File: src/rtl/instr_mem_loadable.sv
// Byte-addressed instruction memory with a serial program loader and a
// registered, big-endian 32-bit fetch port.
//
// Handshakes:
//   Fetch: a request is taken on a rising edge when fetch_req && fetch_ready.
//          Its result (instr_code / instr_fault, qualified by instr_valid) is
//          visible for exactly the one cycle after that edge. While fetch_ready
//          is low (LOAD) requests are dropped, so the PC stage must hold PC.
//   Load:  a byte is taken on a rising edge when ld_valid && ld_ready and
//          ld_start is low. ld_start restarts the image at byte 0 and wins
//          over a coincident ld_valid.
//
// The current FSM state is exported on fsm_state (0 IDLE, 1 LOAD, 2 RUN).
module instr_mem_loadable #(
    parameter int DEPTH_BYTES = 256,
    parameter int PC_W        = 32,
    parameter int CNT_W       = $clog2(DEPTH_BYTES) + 1
) (
    input  logic             clk,
    input  logic             reset,
    input  logic [PC_W-1:0]  PC,
    input  logic             fetch_req,
    output logic             fetch_ready,
    output logic [31:0]      instr_code,
    output logic             instr_valid,
    output logic             instr_fault,
    input  logic             ld_start,
    input  logic             ld_valid,
    input  logic [7:0]       ld_byte,
    input  logic             ld_last,
    output logic             ld_ready,
    output logic [CNT_W-1:0] ld_count,
    output logic             loaded,
    output logic [1:0]       fsm_state
);

    // Byte-address width of the array.
    localparam int AW = $clog2(DEPTH_BYTES);

    // Highest PC that still has four bytes of memory behind it.
    localparam logic [PC_W-1:0]  LAST_WORD_PC = PC_W'(DEPTH_BYTES - 4);
    // Address of the final byte; a write here completes the image.
    localparam logic [CNT_W-1:0] LAST_BYTE    = CNT_W'(DEPTH_BYTES - 1);
    // Saturation value of the load counter.
    localparam logic [CNT_W-1:0] FULL_COUNT   = CNT_W'(DEPTH_BYTES);

    typedef enum logic [1:0] {
        S_IDLE = 2'd0,
        S_LOAD = 2'd1,
        S_RUN  = 2'd2
    } state_t;

    state_t state;
    state_t state_next;

    logic [7:0] mem [DEPTH_BYTES];

    logic          fetch_accept;
    logic          fetch_fault;
    logic [31:0]   fetch_word;
    logic [AW-3:0] fetch_word_addr;
    logic          load_write;
    logic          load_done;

    // ------------------------------------------------------------------
    // Control decode
    // ------------------------------------------------------------------

    // Fetch acceptance, fault detection and the big-endian word read.
    always_comb begin
        fetch_accept    = fetch_req && fetch_ready;
        fetch_fault     = (PC[1:0] != 2'b00) || (PC > LAST_WORD_PC);
        // Only meaningful when there is no fault; then PC < DEPTH_BYTES.
        fetch_word_addr = PC[AW-1:2];
        fetch_word      = {mem[{fetch_word_addr, 2'b00}],
                           mem[{fetch_word_addr, 2'b01}],
                           mem[{fetch_word_addr, 2'b10}],
                           mem[{fetch_word_addr, 2'b11}]};
    end

    // A byte is written only in LOAD, and a restart in the same cycle drops it.
    always_comb begin
        load_write = (state == S_LOAD) && ld_valid && !ld_start;
        load_done  = load_write && (ld_last || (ld_count == LAST_BYTE));
    end

    // ------------------------------------------------------------------
    // FSM: state register / next state / outputs
    // ------------------------------------------------------------------

    // State register.
    always_ff @(posedge clk) begin
        if (reset) begin
            state <= S_IDLE;
        end else begin
            state <= state_next;
        end
    end

    // Next-state logic: ld_start always (re)enters LOAD; the image ends on
    // ld_last or on a write to the final byte.
    always_comb begin
        state_next = state;
        case (state)
            S_IDLE, S_RUN: begin
                if (ld_start) begin
                    state_next = S_LOAD;
                end
            end
            S_LOAD: begin
                if (ld_start) begin
                    state_next = S_LOAD;
                end else if (load_done) begin
                    state_next = S_RUN;
                end
            end
            default: state_next = S_IDLE;
        endcase
    end

    // State-decoded outputs.
    always_comb begin
        fetch_ready = (state != S_LOAD);
        ld_ready    = (state == S_LOAD);
        loaded      = (state == S_RUN);
        fsm_state   = state;
    end

    // ------------------------------------------------------------------
    // Datapath
    // ------------------------------------------------------------------

    // Memory array: cleared on reset, written one byte per accepted load beat.
    always_ff @(posedge clk) begin
        if (reset) begin
            for (int i = 0; i < DEPTH_BYTES; i++) begin
                mem[AW'(i)] <= 8'h00;
            end
        end else if (load_write) begin
            mem[ld_count[AW-1:0]] <= ld_byte;
        end
    end

    // Load counter: cleared on every (re)start, saturates at DEPTH_BYTES.
    always_ff @(posedge clk) begin
        if (reset) begin
            ld_count <= '0;
        end else if (ld_start) begin
            ld_count <= '0;
        end else if (load_write && (ld_count != FULL_COUNT)) begin
            ld_count <= ld_count + CNT_W'(1);
        end
    end

    // Fetch result register: word or NOP on fault; code holds when idle.
    always_ff @(posedge clk) begin
        if (reset) begin
            instr_code  <= 32'h0000_0000;
            instr_valid <= 1'b0;
            instr_fault <= 1'b0;
        end else if (fetch_accept) begin
            instr_code  <= fetch_fault ? 32'h0000_0000 : fetch_word;
            instr_valid <= 1'b1;
            instr_fault <= fetch_fault;
        end else begin
            instr_valid <= 1'b0;
            instr_fault <= 1'b0;
        end
    end

endmodule

File: config.mk
export PLATFORM = sky130hd
export DESIGN_NAME = instr_mem_loadable
export DESIGN_NICKNAME = d
export VERILOG_FILES = /design/src/rtl/instr_mem_loadable.sv
export SDC_FILE = /design/constraint.sdc
export NUM_CORES = 2
export LEC_CHECK = 0
export ABC_AREA = 1
export CAP_MARGIN = 0
export CORE_UTILIZATION = 50
export CTS_BUF_LIST = sky130_fd_sc_hd__clkbuf_4
export CTS_CLUSTER_SIZE = 24
export DETAILED_ROUTE_END_ITERATION = 12
export GPL_ROUTABILITY_DRIVEN = 0
export PLACE_DENSITY = 0.77
export SLEW_MARGIN = 20
export SYNTH_ARGS = -nofsm -noshare
export SYNTH_HDL_FRONTEND = slang
export SYNTH_SLANG_ARGS = --single-unit
File: constraint.sdc
create_clock -name clk -period 3.31 [get_ports clk]
set_input_delay 0.331 -clock clk [delete_from_list [all_inputs] [get_ports clk]]
set_output_delay 0.331 -clock clk [all_outputs]
set_load 0.01 [all_outputs]
# [Word-level counts from Yosys, hierarchy flattened]
# Memories as Yosys holds them, arrays and structs flattened.
# Cells that the tools add are included.
[totals] ff_bits=45 ram_bits=2048 inputBits=46 out_inout_bits=48 elab_cells=45 mem_count=1
[memory_table] memory="mem" words=256 width=8 read_ports=4 rd_clocked_by_memory_dff=0 wr=256 line="56" rtl="logic [7:0] mem [DEPTH_BYTES];"
[op_classes] add_sub_neg=1 n_lt_le_gt_ge=1 eq_ne=7 n_mux=14 bitwise=1 reduce_logical=15
[ops] cell="$gt 32x8->1 const B" count=1
[ops] cell="$mux 32" count=1
[ops] cell="$mux 8" count=2
[ops] cell="$add 9x1->9 const B" count=1
[ops] cell="$eq 9x8->1 const B" count=1
[ops] cell="$ne 9x9->1 const B" count=1
[ops] cell="$reduce_or 8->1" count=1
[ops] cell="$mux 1" count=7
[ops] cell="$mux 2" count=3
[ops] cell="$reduce_or 2->1" count=3
[ops] cell="$logic_and 1x1->1" count=5
[ops] cell="$pmux 2 s2" count=1
[ops] cell="$ne 3x2->1 const B" count=1
[ops] cell="$eq 2x1->1 const B" count=1
[ops] cell="$eq 2x2->1 const B" count=1
[ops] cell="$logic_not 2->1" count=1
[ops] cell="$logic_or 1x1->1" count=2
[ops] cell="$ne 2x1->1 const B" count=1
[ops] cell="$ne 2x2->1 const B" count=1
[ops] cell="$reduce_and 2->1" count=1
[ops] cell="$reduce_bool 2->1" count=1
[ops] cell="$logic_not 1->1" count=1
[ops] cell="$not 1->1" count=1

# [Longest topological paths before layout]
[depth] depth_word=8 mapped_depth=13 depth_no_buf=10

# [Worst setup path after synthesis]
# No wires, ideal clock.
[synth_timing] kind="reg2reg" start="register state[0], in the netlist fsm_state[0]" end="memory mem[96][0] (enable)" setup_ps=329 t_arrival_ps=1881 required_time_ps=2981 path_slack_ps=1100 path_stages_with_launch=10 n_path_buf=1 synth_period_minus_slack_ps=2210 path_cell_list="dfxtp_1 > nand2_1 > inv_2 > nand3_2 > nor2_2 > nand2_1 > nor2_2 > buf_4 > nand2_1 > nand2_1"
[synth_lines] element="from (decl)" line="53" rtl="state_t state;"
[synth_lines] element="from (signal assigned)" line="96" rtl="state <= state_next;"
[synth_lines] element="to (decl)" line="56"

# [Worst setup path after layout]
[layout_timing] start="register instr_code[5]" end="output instr_code[5]"
[layout_lines] element="from (decl)" line="24" rtl="output logic [31:0] instr_code,"
[layout_lines] element="from (signal assigned)" line="162" rtl="instr_code <= fetch_fault ? 32'h0000_0000 : fetch_word;"
# No word-level cell between the ends.

==> key figures <==
Worst setup path
  • Largest delay share family, worst path: flip-flops
  • Classification of the worst setup path: flop to output port
  • Startpoint type of the worst setup path: flop
  • Endpoint type of the worst setup path: output port
  • CP max-delay cell: dfxtp_1
  • Arrival time of data at the critical path endpoint: 2590 ps
  • Reg2Reg Launch Point: fsm_state[1]$_SDFFE_PP0P_
  • Critical Path Source: instr_code[5]$_SDFFE_PP0P_
  • Count of buffer and inverter cells on the critical path: 1
  • Data required time of the worst path: 2980 ps
  • Largest fanout of any net on the critical path: 2
  • Worst-path cell chain: clkdlybuf4s50_1
  • Crit path largest cell delay: 630 ps

STA
  • Final setup margin: 385 ps
  • F_max: 342 MHz
  • Number of endpoints failing setup at the final stage: 0
  • Final hold violations: 0
  • Transition time at the pin with the least slew margin: 1130 ps
  • Ratio of final minimum period to clock period: 0.884
  • RSZ-0062 raised after global routing: false
  • Worst max-slew margin expressed relative to the limit: 0.246
  • Shortest clock period the worst path allows after layout: 2930 ps
  • Slew Viols, Final: 0
  • Worst setup skew after layout: 96.4 ps
  • Setup tns final: 0 ps

Routing
  • DR vias: 76500
  • Count of nets left with antenna violations after detail routing: 0
  • Via density: 5.77
  • Wirelength per Cell: 20.7 um
  • Routed wire length: 274000 um
  • Iteration-0 DRC count of the detailed router: 11600
  • Final routed DRC violation total: 0
  • First-pass iteration count of the detailed router: 7

Placement
  • Total instance count after detailed placement: 12300
  • Worst slack after detailed placement: 329 ps
  • Detailed-placement wirelength estimate: 170000 um
  • Number of buffers inserted by port buffering: 93

CTS
  • Source-to-sink clock delay at the later pin of the worst-skew pair: 1340 ps
  • Post-CTS resize count: 0
  • Clock-pin slew reported for the worst setup and hold paths after clock tree synthesis: 60 ps
  • H-tree lvl count: 6
  • Hold buffer count at CTS: 17
  • Post-CTS Setup Inserts: 0
  • Sinks on Clock Net: 2093
  • Root Buffer Master: clkbuf_4
  • Clock tree from TritonCTS: built
  • Number of buffers added by the clock tree synthesis step: 548
  • Maximum clock insertion buffer count: 4

Final layout
  • Layout-stage area growth over the synthesis result: 12.3%
  • Final cell count without fillers: 13300
  • Net count, final: 10500
  • Leading cell type in the layout, fill and taps excluded: nand2_1
  • Ratio of cells with drive above 1 in the final layout: 0.120
  • Most used cells in the layout excluding fill and tap cells: 2747 x nand2_1, 2066 x nor2_1, 2048 x edfxtp_1, 1920 x nand3_1, 773 x clkbuf_4

Logic synthesis
  • Synthesized netlist net count: 10200
  • Post-synthesis cell area: 0.0955 mm2
  • Fraction of registers with async set or reset after synthesis: 0
  • Post-synth EDFFs: 2048
  • Flip-flop and latch count after synthesis: 2093
  • Gate count of the mapped netlist: 10100
  • Seq/Total Area, Yosys: 0.653
  • Yosys Warn Count: 0
  • Average cell area after synthesis: 9.44 um2
  • Post-synth cell types: 28
  • Main flop type after synthesis: edfxtp_1

Flow run
  • Max-cap violation count: 0

Power and ir drop
  • VDD IR-drop max: 387 uV
  • Leakage power summed over all cells: 43.3 nW
  • Tot Pwr: 0.0569 W
  • Power density over the cells: 530 mW/mm2

Floorplanning
  • Core Footprint: 0.190 mm2
  • DIE AREA: 0.193 mm2
  • Row count: 160
  • Effective utilization at floorplan: 0.503
  • I/O pin count: 94
  • Die H: 439 um
  • Horizontal die dimension: 439 um

Global routing
  • Number of global-route vias before repair: 73000
  • Global routing usage summed across all routing layers: 0.279
  • Largest net degree at the start of global routing: 185
  • First-pass GRT wire length: 412000 um
  • Initial antenna violation count: 5
  • Overflow after GRT: 0

Hold path
  • Start point of the worst hold path: ld_byte[5]
  • HP Class: input port to flop

Status
  • Outcome: complete, no violations
==> state kept, by name, summed over array words and instances, names as in the netlist <==
| register | cells |
|---|---|
| instr_valid | 1 |
| mem | 2048 |
| instr_fault | 1 |
| instr_code | 32 |
| ld_count | 9 |
| fsm_state | 2 |
==> power by group <==
| group | total [W] | switching (W) | internal (W) |
|---|---|---|---|
| Combinational | 0.00463 | 0.00344 | 0.00120 |
| Sequential | 0.0305 | 0.000361 | 0.0302 |
| Clock | 0.0217 | 0.0105 | 0.0112 |
==> metal layers <==
layer	vias to the layer above	routed length (um)	track usage
li1	34500	-	-
met1	35500	96000	0.353
met2	5556	127000	0.447
met3	966	36200	0.0626
met4	4	15300	0.153
met5	-	26	0
==> kinds of logic (layout without fill, tap and decap cells) <==
family,count (synthesis),after routing,share of synthesized area
buffers and inverters,1132,1755,0.0468
other,0,10,0
AO/OA/AOI/OAI,49,49,0.00272
AND/OR/NAND/NOR,6845,6845,0.297
adder cells (fa/ha/maj),5,5,0.000655
flip-flops,2093,2093,0.653
==> synthesized netlist by cell type (17+ instances only) <==
| master | count | area, um2 |
|---|---|---|
| a21oi_1 | 37 | 185 |
| buf_1 | 65 | 244 |
| buf_2 | 150 | 751 |
| clkbuf_1 | 516 | 1940 |
| dfxtp_1 | 45 | 901 |
| edfxtp_1 | 2048 | 61500 |
| inv_1 | 384 | 1440 |
| nand2_1 | 2748 | 10300 |
| nand2_2 | 30 | 188 |
| nand3_1 | 1920 | 9610 |
| nor2_1 | 2083 | 7820 |
| nor2_2 | 17 | 106 |
| or2_2 | 34 | 213 |
==> metrics by stage <==
step / cell area, um2 / hold WS, ps / util
floorplan: 95500 / 490 / -
global placement: 101000 / 457 / 0.530
detailed placement: 101000 / 461 / 0.530
CTS: 107000 / 29.9 / 0.564
global route: 107000 / 32.7 / 0.565
finish: 107000 / 102 / 0.565
==> final cells by class <==
class                      count  area, um2
clock buffer                 773       5800
tap                         2511       3140
antenna                       10       25.0
clock inverter               122        667
multi-input combinational   6899      28700
inverter                     393       1570
sequential                  2093      62400
timing repair buffer         467       4950
fill                       15600      82700
==> final timing paths <==
| kind | slack, ps | end | depth (start not counted) |
|---|---|---|---|
| min | 100 | mem[153][5]$_SDFFCE_PN0P_ | 3 |
| max reg2reg | 430 | mem[246][0]$_SDFFCE_PN0P_ | 10 |
| max | 380 | instr_code[5] | 1 |
| min reg2reg | 480 | instr_code[20]$_SDFFE_PP0P_ | 2 |
No activity file was read; power rests on OpenSTA's default activity.
